<file path="src/rtl/uart_tx_arbiter.sv">
// Round-robin arbiter sharing one UART transmitter among NUM_REQ byte requesters.
// Optional header-byte pass per grant is enabled by defining UART_ARB_TAG_EN.
module uart_tx_arbiter #(
    parameter int NUM_REQ = 4,
    parameter int IDX_W   = 2
) (
    input  logic                   clk,
    input  logic                   rst,
    input  logic [NUM_REQ-1:0]     req_valid,
    input  logic [8*NUM_REQ-1:0]   req_data,
    output logic [NUM_REQ-1:0]     req_ack,
    output logic                   tx_start,
    output logic [7:0]             tx_data,
    input  logic                   tx_busy,
    output logic [IDX_W-1:0]       grant_idx,
    output logic                   arb_busy
);

    typedef enum logic [2:0] {
        ST_IDLE      = 3'd0,
        ST_GRANT     = 3'd1,
`ifdef UART_ARB_TAG_EN
        ST_TAG       = 3'd2,
`endif
        ST_START     = 3'd3,
        ST_WAIT_BUSY = 3'd4,
        ST_WAIT_DONE = 3'd5
    } state_t;

    // Search last+1, last+2, ... (mod NUM_REQ); MSB of the result is the found flag.
    function automatic logic [IDX_W:0] rr_pick(input logic [NUM_REQ-1:0] valid,
                                               input logic [IDX_W-1:0]   last);
        logic             found;
        logic [IDX_W-1:0] idx;
        int               cand;
        found = 1'b0;
        idx   = {IDX_W{1'b0}};
        cand  = 0;
        for (int k = 1; k <= NUM_REQ; k++) begin
            cand = (int'(last) + k) % NUM_REQ;
            if (!found && valid[cand]) begin
                found = 1'b1;
                idx   = cand[IDX_W-1:0];
            end else begin
                found = found;
            end
        end
        return {found, idx};
    endfunction

    function automatic logic [NUM_REQ-1:0] idx_onehot(input logic [IDX_W-1:0] idx);
        return {{(NUM_REQ-1){1'b0}}, 1'b1} << idx;
    endfunction

`ifdef UART_ARB_TAG_EN
    // Header is the ASCII digit of the served requester.
    function automatic logic [7:0] tag_byte(input logic [IDX_W-1:0] idx);
        return 8'h30 + {{(8-IDX_W){1'b0}}, idx};
    endfunction
`endif

    state_t               state_q, state_d;
    logic [IDX_W-1:0]     grant_idx_q, grant_idx_d;
    logic [IDX_W-1:0]     last_q, last_d;
    logic [7:0]           byte_q, byte_d;
    logic [NUM_REQ-1:0]   req_ack_q, req_ack_d;
    logic                 tx_start_q, tx_start_d;
    logic [7:0]           tx_data_q, tx_data_d;
    logic                 arb_busy_q, arb_busy_d;
`ifdef UART_ARB_TAG_EN
    logic                 tag_pass_q, tag_pass_d;
`endif

    logic [IDX_W:0]       pick_s;
    logic                 pick_found_s;
    logic [IDX_W-1:0]     pick_idx_s;

    // Round-robin candidate for the next grant.
    always_comb begin
        pick_s       = rr_pick(req_valid, last_q);
        pick_found_s = pick_s[IDX_W];
        pick_idx_s   = pick_s[IDX_W-1:0];
    end

    // Next-state and registered-output logic.
    always_comb begin
        state_d     = state_q;
        grant_idx_d = grant_idx_q;
        last_d      = last_q;
        byte_d      = byte_q;
        req_ack_d   = {NUM_REQ{1'b0}};
        tx_start_d  = 1'b0;
        tx_data_d   = tx_data_q;
`ifdef UART_ARB_TAG_EN
        tag_pass_d  = tag_pass_q;
`endif
        case (state_q)
            ST_IDLE: begin
                if (pick_found_s) begin
                    grant_idx_d = pick_idx_s;
                    state_d     = ST_GRANT;
                end else begin
                    state_d     = ST_IDLE;
                end
            end
            ST_GRANT: begin
                byte_d    = req_data[{grant_idx_q, 3'b000} +: 8];
                req_ack_d = idx_onehot(grant_idx_q);
                last_d    = grant_idx_q;
`ifdef UART_ARB_TAG_EN
                state_d   = ST_TAG;
`else
                state_d   = ST_START;
`endif
            end
`ifdef UART_ARB_TAG_EN
            ST_TAG: begin
                tag_pass_d = 1'b1;
                state_d    = ST_START;
            end
`endif
            ST_START: begin
                tx_start_d = 1'b1;
`ifdef UART_ARB_TAG_EN
                if (tag_pass_q) begin
                    tx_data_d = tag_byte(grant_idx_q);
                end else begin
                    tx_data_d = byte_q;
                end
`else
                tx_data_d  = byte_q;
`endif
                state_d    = ST_WAIT_BUSY;
            end
            ST_WAIT_BUSY: begin
                if (tx_busy) begin
                    state_d = ST_WAIT_DONE;
                end else begin
                    state_d = ST_WAIT_BUSY;
                end
            end
            ST_WAIT_DONE: begin
                if (!tx_busy) begin
`ifdef UART_ARB_TAG_EN
                    if (tag_pass_q) begin
                        tag_pass_d = 1'b0;
                        state_d    = ST_START;
                    end else begin
                        state_d    = ST_IDLE;
                    end
`else
                    state_d = ST_IDLE;
`endif
                end else begin
                    state_d = ST_WAIT_DONE;
                end
            end
            default: begin
                state_d = ST_IDLE;
            end
        endcase
        // Registered copy of "not idle" so the LED tracks the state exactly.
        arb_busy_d = (state_d != ST_IDLE);
    end

    // State and output registers.
    always_ff @(posedge clk or posedge rst) begin
        if (rst) begin
            state_q     <= ST_IDLE;
            grant_idx_q <= {IDX_W{1'b0}};
            last_q      <= IDX_W'(NUM_REQ - 1);
            byte_q      <= 8'h00;
            req_ack_q   <= {NUM_REQ{1'b0}};
            tx_start_q  <= 1'b0;
            tx_data_q   <= 8'h00;
            arb_busy_q  <= 1'b0;
        end else begin
            state_q     <= state_d;
            grant_idx_q <= grant_idx_d;
            last_q      <= last_d;
            byte_q      <= byte_d;
            req_ack_q   <= req_ack_d;
            tx_start_q  <= tx_start_d;
            tx_data_q   <= tx_data_d;
            arb_busy_q  <= arb_busy_d;
        end
    end

`ifdef UART_ARB_TAG_EN
    // Marks that the byte in flight is the header rather than the data.
    always_ff @(posedge clk or posedge rst) begin
        if (rst) begin
            tag_pass_q <= 1'b0;
        end else begin
            tag_pass_q <= tag_pass_d;
        end
    end
`endif

    assign req_ack   = req_ack_q;
    assign tx_start  = tx_start_q;
    assign tx_data   = tx_data_q;
    assign grant_idx = grant_idx_q;
    assign arb_busy  = arb_busy_q;

endmodule
</file>
<file path="config.mk">
export PLATFORM = sky130hd
export DESIGN_NAME = uart_tx_arbiter
export DESIGN_NICKNAME = d
export VERILOG_FILES = /design/src/rtl/uart_tx_arbiter.sv
export SDC_FILE = /design/constraint.sdc
export NUM_CORES = 1
export LEC_CHECK = 0
export ABC_AREA = 1
export BUFFER_PORTS_ARGS = -buffer_cell sky130_fd_sc_hd__buf_2
export CORE_UTILIZATION = 53
export DETAILED_ROUTE_END_ITERATION = 10
export GPL_ROUTABILITY_DRIVEN = 0
export PLACE_DENSITY = 0.91
export SLEW_MARGIN = 40
export SYNTH_ARGS = -nofsm -noshare
export SYNTH_HDL_FRONTEND = slang
export SYNTH_SLANG_ARGS = --single-unit
</file>
<file path="constraint.sdc">
create_clock -name clk -period 2.5 [get_ports clk]
set_clock_uncertainty 0.15 [all_clocks]
set_input_delay 0 -clock clk [delete_from_list [all_inputs] [get_ports clk]]
set_output_delay 0 -clock clk [all_outputs]
set_load 0.05 [all_outputs]
</file>
==> results.txt <==
status = complete, but fails checks
failing checks = DRC
Critical path origin = state_q[2]
maximum clock rate = 0.456 GHz
setup TNS = 0 ns
final setup margin = 0.306 ns
synthesized cell area = 0.00160 mm^2
Buf/Inv on CP = 3
drt initial violations = 68
final hold vios = 0
setup violators final = 0
routed vias/inst = 5.26
MaxCap Viol Count = 0
Wirelength per Cell = 13.0 um
Ys Warns = 0
worst path required time = 2.56 ns
clk sinks = 29
post-DP HPWL = 2620 um
H-Tree Depth = 2
Clock Latency Late Sink = 0.32 ns
CP Capture Type = register
Crit Path Max Fanout = 20
Area Overhead vs Synth = 33.2%
period utilization = 0.878
row count = 19
Core Area = 0.00281 mm^2
peak supply drop = 0.871 mV
Die Span Y = 56.9 um
cell family with most CP delay = buffers and inverters
initial antenna violation count = 0
number of remaining DRC errors = 4
IO buf count = 54
vias in the first global route = 1539
max-slew violations = 0
DR vias = 1636
Starting Density = 0.569
sequential group share of total power = 0.296
syn_nets = 242
Syn Area/Cell = 7.86 um^2
total CTS buffers = 5
R2R Path Start = state_q[2]
DRT Wirelength = 4050 um
clock power share = 0.095
largest net degree at the start of global routing = 30
most frequent cells in the layout = nand2_1, buf_2, dfrtp_1
Worst path max stage delay = 0.56 ns
Pint = 1.35 mW
CTS Buffer Depth = 2
sequential share of the synthesized area = 0.456
Post-CTS Setup Bufs = 0
Tightest Pin Transition = 0.449 ns
layout cell share with drive strength beyond 1 = 0.329
GRT overflow = 0
first-pass GRT wire length = 6700 um
leakage power = 1.16 nW
clk root buf = clkbuf_4
Die Area = 0.00324 mm^2
critical path arrival = 2.25 ns
NetSw = 1.45 mW
unrepaired setup endpoints after global routing = false
fin nets = 318
Min Hold Slack = 0.103 ns
dpl ws = 0.818 ns
Final ANT Viol Nets = 0
CTS tree = done
worst hold-check path type = in -> reg
Ant. Diodes = 0
DRT Pass-1 Iters = 7
GRT Total Usage = 0.274
Pwr Total = 2.80 mW
Max stage delay cell, worst path = dlygate4sd3_1
# IOs = 55
Combinational Power Share = 0.610
CTS resizes = 0
Critical Setup Path Class = reg -> reg
CP cell instances = nor3_2, buf_4, inv_1, a21oi_1, a32oi_1, dlygate4sd3_1
count of cell types in the netlist = 24
fin crit period = 2.19 ns
most common cell after layout, fill and taps aside = nand2_1
Switching Fraction = 0.518
max_slew headroom = 0.698
clock transition at the registers of the reported paths = 0.09 ns
min-delay src = req_valid[3]
Cell Pwr Density = 1320 mW/mm^2
Yosys reg bits = 29
Finished Core Util = 0.758
startpoint types = register
Die Wd = 56.9 um
Mapped Cells = 203
-- worst reg2reg max path: stages (launching register included) --
cell	delay, ns
dfrtp_1	0.44
nor3_2	0.19
buf_4	0.25
inv_1	0.17
a21oi_1	0.21
a32oi_1	0.11
dlygate4sd3_1	0.56
-- sequential cells by signal, indices dropped and copies added (netlist names) --
name,cells
tx_start,1
tx_data,8
state_q,3
req_ack,4
byte_q,8
grant_idx,2
last_q,2
arb_busy,1
-- synthesized netlist by cell type, drive strengths merged --
| cell | instances | area share |
|---|---|---|
| inv | 27 | 0.068 |
| o211ai | 1 | 0.0047 |
| nand4 | 10 | 0.039 |
| nand3 | 8 | 0.033 |
| a21oi | 2 | 0.0063 |
| o21ai | 17 | 0.053 |
| a22oi | 1 | 0.0047 |
| nor3 | 4 | 0.016 |
| nand2 | 90 | 0.26 |
| dfstp | 2 | 0.033 |
| a32oi | 1 | 0.0055 |
| dfrtp | 27 | 0.42 |
| buf | 5 | 0.020 |
| nor2 | 8 | 0.034 |
-- power groups by stage --
stage / Sequential (mW) / Clock (mW) / Combinational [mW]
floorplan: 1.12 / 0 / 0.938
global placement: 0.822 / 0 / 1.51
detailed placement: 0.826 / 0 / 1.55
CTS: 0.821 / 0.260 / 1.69
global route: 0.846 / 0.291 / 1.86
finish: 0.826 / 0.264 / 1.71
-- layout make-up --
class / count / area, um^2
clock buffer: 6 / 41.3
clock inverter: 2 / 10.0
fill: 187 / 679
inverter: 27 / 109
multi-input combinational: 142 / 733
sequential: 29 / 728
tap: 31 / 38.8
timing repair buffer: 74 / 465
-- repair_timing --
item                                    CTS  global route
endpoints found under the setup margin    0             0
hold buffers                             18             0
hold endpoints to repair                 40             0
-- logic make-up (layout without fill, tap and decap cells) --
family          after synthesis  after routing  share of synthesized area
flops                        29             29                      0.456
buf+inv                      32            109                     0.0878
compound gates               22             22                     0.0745
simple gates                120            120                      0.382
-- worst paths after layout --
check / to / slack (ns) / cells after the start
min in group asynchronous: tx_data[6] / 0.14 / 4
setup reg to reg: byte_q[1] / 0.31 / 6
max in group asynchronous: last_q[0] / 1.75 / 4
hold reg to reg: tx_data[3] / 0.34 / 2
setup / recovery: byte_q[1] / 0.31 / 6
hold / removal: grant_idx[1] / 0.10 / 7
-- routing by layer --
layer	up-vias	track usage	routed length [um]
met2	83	0.459	1990
met1	740	0.329	1660
met4	0	0.118	124
met3	15	0.0760	271
li1	798	-	-
met5	-	0	0
-- per-stage QoR --
step	cells	cell area, um^2
6_report	311	2130
5_1_grt	311	2130
4_1_cts	311	2130
3_5_place_dp	285	1890
3_3_place_gp	285	1890
2_1_floorplan	203	1600
(Power assumes the default switching activity.)
